File: src/rtl/counter_seq_ctrl.sv
// Round-robin arbiter and run sequencer driving a loadable counter's load/enable/data.
// Grant is combinational in IDLE; one run in flight at a time, so ready stays low while busy.
module counter_seq_ctrl #(
  parameter int CNT_W = 4
) (
  input  logic               clk_i,
  input  logic               rst_i,
  input  logic [1:0]         req_valid_i,
  input  logic [2*CNT_W-1:0] req_start_i,
  input  logic [2*CNT_W-1:0] req_target_i,
  output logic [1:0]         req_ready_o,
  input  logic               pause_i,
  input  logic               abort_i,
  output logic               load_o,
  output logic               enable_o,
  output logic [CNT_W-1:0]   data_o,
  input  logic [CNT_W-1:0]   count_i,
  output logic               busy_o,
  output logic               grant_id_o,
  output logic               done_o,
  output logic               done_id_o,
  output logic               aborted_o
);

  typedef enum logic [1:0] {
    S_IDLE = 2'd0,
    S_LOAD = 2'd1,
    S_RUN  = 2'd2,
    S_DONE = 2'd3
  } state_t;

  state_t             state_q, state_d;
  logic [CNT_W-1:0]   start_q, start_d;
  logic [CNT_W-1:0]   target_q, target_d;
  logic               grant_q, grant_d;
  logic               rr_q, rr_d;
  logic               done_q, done_d;
  logic               done_id_q, done_id_d;
  logic               aborted_q, aborted_d;
  logic               win;

  // rr_q names the requester that wins a tie; it flips only on an accepted request.
  always_comb begin
    case (req_valid_i)
      2'b10:   win = 1'b1;
      2'b11:   win = rr_q;
      default: win = 1'b0;
    endcase
  end

  always_comb begin
    state_d     = state_q;
    start_d     = start_q;
    target_d    = target_q;
    grant_d     = grant_q;
    rr_d        = rr_q;
    done_d      = 1'b0;
    done_id_d   = done_id_q;
    aborted_d   = 1'b0;
    req_ready_o = 2'b00;
    load_o      = 1'b0;
    enable_o    = 1'b0;

    case (state_q)
      S_IDLE: begin
        if (|req_valid_i) begin
          req_ready_o[win] = 1'b1;
          start_d  = win ? req_start_i[2*CNT_W-1:CNT_W]  : req_start_i[CNT_W-1:0];
          target_d = win ? req_target_i[2*CNT_W-1:CNT_W] : req_target_i[CNT_W-1:0];
          grant_d  = win;
          rr_d     = ~win;
          state_d  = S_LOAD;
        end
      end
      S_LOAD: begin
        if (abort_i) begin
          aborted_d = 1'b1;
          state_d   = S_IDLE;
        end else begin
          load_o  = 1'b1;
          state_d = S_RUN;
        end
      end
      S_RUN: begin
        // Abort outranks a target match landing in the same cycle.
        if (abort_i) begin
          aborted_d = 1'b1;
          state_d   = S_IDLE;
        end else if (count_i == target_q) begin
          done_d    = 1'b1;
          done_id_d = grant_q;
          state_d   = S_DONE;
        end else begin
          enable_o = ~pause_i;
        end
      end
      S_DONE: begin
        state_d = S_IDLE;
      end
      default: begin
        state_d = S_IDLE;
      end
    endcase
  end

  always_ff @(posedge clk_i) begin
    if (rst_i) begin
      state_q   <= S_IDLE;
      start_q   <= '0;
      target_q  <= '0;
      grant_q   <= 1'b0;
      rr_q      <= 1'b0;
      done_q    <= 1'b0;
      done_id_q <= 1'b0;
      aborted_q <= 1'b0;
    end else begin
      state_q   <= state_d;
      start_q   <= start_d;
      target_q  <= target_d;
      grant_q   <= grant_d;
      rr_q      <= rr_d;
      done_q    <= done_d;
      done_id_q <= done_id_d;
      aborted_q <= aborted_d;
    end
  end

  assign data_o     = start_q;
  assign busy_o     = (state_q != S_IDLE);
  assign grant_id_o = grant_q;
  assign done_o     = done_q;
  assign done_id_o  = done_id_q;
  assign aborted_o  = aborted_q;

endmodule

File: config.mk
export PLATFORM = sky130hd
export DESIGN_NAME = counter_seq_ctrl
export DESIGN_NICKNAME = d
export VERILOG_FILES = /design/src/rtl/counter_seq_ctrl.sv
export SDC_FILE = /design/constraint.sdc
export NUM_CORES = 1
export LEC_CHECK = 0
export BUFFER_PORTS_ARGS = -buffer_cell sky130_fd_sc_hd__buf_2
export CELL_PAD_IN_SITES_DETAIL_PLACEMENT = 0
export CELL_PAD_IN_SITES_GLOBAL_PLACEMENT = 1
export CORE_MARGIN = 10
export CORE_UTILIZATION = 28
export DETAILED_ROUTE_END_ITERATION = 6
export HOLD_SLACK_MARGIN = 0.06
export PLACE_DENSITY_LB_ADDON = 0.1
export SLEW_MARGIN = 20
export SYNTH_ARGS = -nofsm -noshare
export SYNTH_HDL_FRONTEND = slang
export SYNTH_SLANG_ARGS = --single-unit
File: constraint.sdc
create_clock -name clk_i -period 1.58 [get_ports clk_i]
set_clock_uncertainty 0.15 [all_clocks]
set_input_delay 0.079 -clock clk_i [delete_from_list [all_inputs] [get_ports clk_i]]
set_output_delay 0.079 -clock clk_i [all_outputs]
set_load 0.05 [all_outputs]
# [After elaboration in Yosys (flattened, before gate mapping)]
# Cells that the tools add are included.
[totals] in_bits=26 wordCells=52 register_bits=15 out_inout_bits=13
[op_classes] n_eq_ne=8 order_cmp=2 n_reduce_logical=10 muxes=19 bitwise_logic=5
[ops] cell="2-bit 2-to-1 mux" n=6
[ops] cell="2-bit equality test, second input constant" n=4
[ops] cell="1-bit 2-to-1 mux" n=8
[ops] cell="4-bit 2-to-1 mux" n=2
[ops] cell="2-bit one-hot mux with 4 select lines" n=1
[ops] cell="2-bit OR reduction" n=3
[ops] cell="1-bit NOT" n=5
[ops] cell="4-bit equality test" n=1
[ops] cell="2-bit AND reduction" n=2
[ops] cell="3-bit != test, second input constant" n=1
[ops] cell="3-bit AND reduction" n=1
[ops] cell="3-bit OR reduction" n=1
[ops] cell="2-bit by 1-bit equality test with 1-bit output, second input constant" n=1
[ops] cell="2-bit logical NOT" n=1
[ops] cell="1-bit by 2-bit less-than comparator with 1-bit output, second input constant" n=1
[ops] cell="2-bit != test, second input constant" n=1
[ops] cell="1-bit one-hot mux with 2 select lines" n=1
[ops] cell="2-bit nonzero test" n=1
[ops] cell="1-bit demux with 1-bit select" n=1
[ops] cell="1-bit >= comparator, second input constant" n=1
[ops] cell="1-bit logical AND" n=1

# [Longest topological paths before layout]
[depth] depth_word=8 mapped_depth=6 mapped_depth_nobuf=6

# [Worst setup path after synthesis]
# Ideal clock, no wire load.
[synth_timing] path_type="flip-flop to flip-flop" startpoint="register state_q[1]" endpoint="register state_q[1]" setup_time_ns=0.071 arrival_time_ns=1.880 stages_incl_launch_ff=7 setup_slack_ns=-0.521 path_buffers=0 synth_period_minus_slack_ns=2.101 required_ns=1.359 path_cell_list="dfxtp_1 -> inv_1 -> ha_1 -> nor2b_1 -> nor2_1 -> or4_1 -> a21oi_1"
[synth_via] elab_chain_len=3 elab_cells_between_ends=8 cone_classes="5 x eq/ne; 1 x mux; 2 x reduce/logical"
[synth_rtl] item="start, declared" line="32" text="state_t state_q, state_d;"
[synth_rtl] item="start signal, assigned" line="117" text="state_q <= state_d;"
[synth_rtl] item="2-bit equality test or 2-bit logical NOT (tied branches)" line="64" text="case (state_q)"
[synth_rtl] item="3-bit != test (no line) or 2-bit != test (tied branches)"
[synth_rtl] item="2-bit AND reduction (no line)"
# Parallel ways exist; a longest one is shown, timed or not.
# A chain may end at the register's enable or synchronous reset.

# [Final worst setup path]
# Same ends and word-level chain as after synthesis.

==> impl_summary.md <==
Status
The flow ran to the end, but the final reports show violations. The final reports fail on negative setup slack.

Critical path
The signal arrival time at the worst endpoint is 1.70 ns. The slowest stage of the critical path is the or4_4 cell. For this run, the slowest stage of the critical path takes 0.50 ns.

STA puts the critical path data required time at 1.65 ns. The signal on the critical path passes through buf_6 > ha_4 > nor2b_4 > nor2_1 > or4_4 > a21oi_2. The sort of element at the start of the critical path is a flip-flop. The worst setup path is of the reg2reg kind. The type of destination of the critical path is a flip-flop. Along the worst path, the maximum fanout reaches 2.

Final layout
Fill cells in the final layout number 238. The repair_antennas step left the layout with diodes totalling 0. Compared with the post-synthesis result, the final layout area differs by 93.7%.

In the final layout, the share of cells above drive strength 1 is 0.526. The post-route standard cell area excluding fillers is 1470 um^2. The number of nets at the end of the flow is 187.

The final core utilization is 0.581. The count of non-filler cells in the finished layout is 186.

Place
Summing all placed instances gives a cell area of 1070 um^2. Routability-driven placement finished with a final weighted congestion of between 0.7 and 0.8. Port buffering added 38 buffers. The placed wire-length estimate is 1780 um.

Including well taps, the total number of placed cells is roughly 160.

Timing
The ratio of final minimum period to clock period is 1.03. The post-route minimum period is 1.63 ns. The max-slew violation count is 0. The slew of the pin with the lowest slew margin is slightly above 0.3 ns. The worst-case setup margin in the final layout is -0.0527 ns.

The number of endpoints with negative hold slack in the final report is 0. In this run the tightest slew margin relative to its limit is 0.794. Setup violations remaining at the end of the flow were counted as 3. For this run, the top clock speed supported by timing is 0.612 GHz. Setup repair after global routing could not meet its margin everywhere.

Floorplan
The area of the core is about 2500 um^2. Measured along the x axis, the die boundary spans 72.0 um. 39 I/O pins were placed. The row count is 18. For this configuration, the core starts out at a cell density of 0.300.

The floorplan step defined a die boundary enclosing 5180 um^2. The floorplan step set the die height to 72.0 um.

Synth
The adder and majority cell fraction of the synthesized area is 0.0661. The total nets after synthesis is 114. The number of warnings reported in the yosys synthesis log is 0. The number of instances in the synthesized netlist is 84. The synthesized design spends more area on one cell type than any other, namely dfxtp_1. The part of the Yosys area used for sequential elements is 0.397. The number of storage elements in the synthesis netlist is 15.

The area share of the largest cell type after synthesis is 0.397. Of the total synthesized cell area, the portion taken by XOR and XNOR cells is 0.0860. After synthesis, the largest family of logic cells by area is compound AO/OA/AOI/OAI gates. The synthesized cell area is around 760 um^2. The portion of synthesized area spent on multiplexers is 0.0264.

The count of distinct cell types in the synthesized netlist is 25. Of all flip-flops after synthesis, the portion carrying an async set or reset was 0. The count of flip-flops with a built-in enable after synthesis is 0.

The flip-flop cell with the highest count after synthesis is dfxtp_1. In the synthesized netlist, the cells that appear most often are dfxtp_1 (15), a21oi_1 (9), nand2_1 (9), nor2_1 (9), a22oi_1 (6). The area fraction in compound gates after synthesis came to 0.210. In the post-synthesis netlist, the cell with the most instances is dfxtp_1. Ranked by total cell area, the synthesized netlist is headed by dfxtp_1 (40%), xnor2_2 (8.6%), ha_1 (6.6%). The mean area per synthesized cell is 9.01 um^2. The basic-gate share of the synthesized area counting and, or, nand and nor cells is 0.190.

Routing
In the final routed layout, each cell accounts on average for 14.0 um. The final wirelength is ~2600 um. Before antenna repair, the detailed router went through 4 iterations.

The vias after detailed routing is 868. After the first detailed-routing iteration, the DRC count stood at 25. The remaining antenna violation count is 0.

The via count normalized by instance count is 4.67. After detailed routing, the number of remaining DRC violations is 0.

Clock network
The tree built by TritonCTS fans out to 15 sinks. The clock root buffer is clkbuf_4. The clock latency at the later pin of the worst-skew pair is between 0.2 and 0.3 ns. Counting along the longest clock path gives a buffer depth of 2. The number of buffers added by the clock tree synthesis step is 3. TritonCTS built the clock tree.

The clock transition at the registers of the reported paths is 0.09 ns. The level count of the clock H-tree is 1.

Pwr
For this design the static power due to leakage is 0.000645 uW. The internal power of the cells totals 729 uW. The switching part of the total is 0.353. The proportion of power drawn by combinational gates is 0.416. Of the total power, the clock network draws 0.195. Summed over all nets, the switching power comes to 398 uW.

Power spread over the standard cell area amounts to 768 nW/um^2. IR analysis of the VDD net gives a maximum drop of 0.584 mV. Of the total power, registers draw 0.389.

GRT
Entering global routing, the biggest net connects 16 pins. The number of antenna violations at the first check in global routing is 0. The number of global-route vias before repair is 943. The overall overflow remaining after global route is 0. In the global route stage, overall resource usage came out at 0.0991. The first-pass GRT wire length is 4230 um.

Job
The number of maximum-capacitance violations is 0.

Worst hold path
The path class of the tightest hold or removal check is in2reg.
## through the flow
step	setup TNS, ns	power [uW]	setup WS (ns)	hold WS (ns)
floorplan	-0.108	680	-0.0199	-0.00193
global placement	-0.158	801	-0.130	0.213
detailed placement	-0.173	801	-0.138	0.214
CTS	-0.0933	1110	-0.0378	0.109
global route	-0.516	1200	-0.103	0.138
finish	-0.0991	1130	-0.0527	0.116
## layer usage
layer / vias up / share of wire / track usage
met5: - / 0 / 0
met3: 4 / 0.058 / 0.0422
li1: 446 / - / -
met2: 20 / 0.55 / 0.179
met4: 0 / 0.013 / 0.0280
met1: 398 / 0.38 / 0.101
## logic make-up (layout without fill, tap and decap cells)
kind of cell | Yosys count | after routing
adder cells (fa/ha/maj) | 4 | 4
AO/OA/AOI/OAI | 24 | 24
AND/OR/NAND/NOR | 30 | 30
XOR/XNOR | 4 | 4
buffers and inverters | 5 | 77
flip-flops | 15 | 15
multiplexers | 2 | 2
## repair_timing
action	in CTS	in global routing
setup endpoints to repair	5	11
hold endpoints to repair	14	0
cloned	0	0
resized for setup	28	10
setup buffers	4	2
hold buffers	18	0
pin swaps	4	3
## flip-flops by register name, indices dropped and copies added, names as in the netlist
register / count
data_o: 4
state_q: 2
rr_q: 1
done_o: 1
target_q: 4
aborted_o: 1
grant_id_o: 1
done_id_o: 1
## critical path, delay by kind of cell, from the launching register on
kind                     cells  cell delay, ns
adder cells (fa/ha/maj)      1            0.12
buffers and inverters        1            0.10
AND/OR/NAND/NOR              3            0.69
AO/OA/AOI/OAI                1            0.12
flip-flops                   1            0.38
## power groups by stage
stage	logic (uW)	clock network, uW	registers, uW
finish	469	220	438
global route	504	252	443
CTS	441	234	436
detailed placement	359	0	443
global placement	358	0	443
floorplan	190	0	490
## area by class of cell
cell class              instances  area, um^2  area share
multi-input cells              64         563       0.384
repair buffers                 70         509       0.347
flip-flops and latches         15         309       0.211
clock buffers                   4        26.3      0.0179
well taps                      30        37.5      0.0256
inverters                       3        21.3      0.0145
## cells in the final DEF (no fill, tap or decap), types with 2 or more instances in the layout
| cell type | count |
|---|---|
| a211oi_1 | 3 |
| a21oi_1 | 8 |
| a22oi_1 | 3 |
| a22oi_2 | 3 |
| buf_2 | 35 |
| buf_4 | 10 |
| buf_6 | 7 |
| clkbuf_4 | 3 |
| dfxtp_1 | 12 |
| dfxtp_4 | 2 |
| dlygate4sd3_1 | 18 |
| ha_4 | 3 |
| inv_6 | 2 |
| mux2i_1 | 2 |
| nand2_1 | 9 |
| nand2b_1 | 2 |
| nor2_1 | 9 |
| nor2b_4 | 2 |
| nor3_1 | 2 |
| xnor2_2 | 4 |
## path summary, 6_finish.rpt
kind	depth (start not counted)	slack [ns]	end	start
worst max-delay path	6	-0.05	state_q[1]$_SDFFE_PP0P_	state_q[1]$_SDFFE_PP0P_
worst max register to register	6	-0.05	state_q[1]$_SDFFE_PP0P_	state_q[1]$_SDFFE_PP0P_
worst min register to register	2	0.30	data_o[0]$_SDFFE_PP0P_	data_o[0]$_SDFFE_PP0P_
worst min-delay path	5	0.12	done_o$_SDFF_PP0_	count_i[3]
Power figures use the tool's default switching activity.
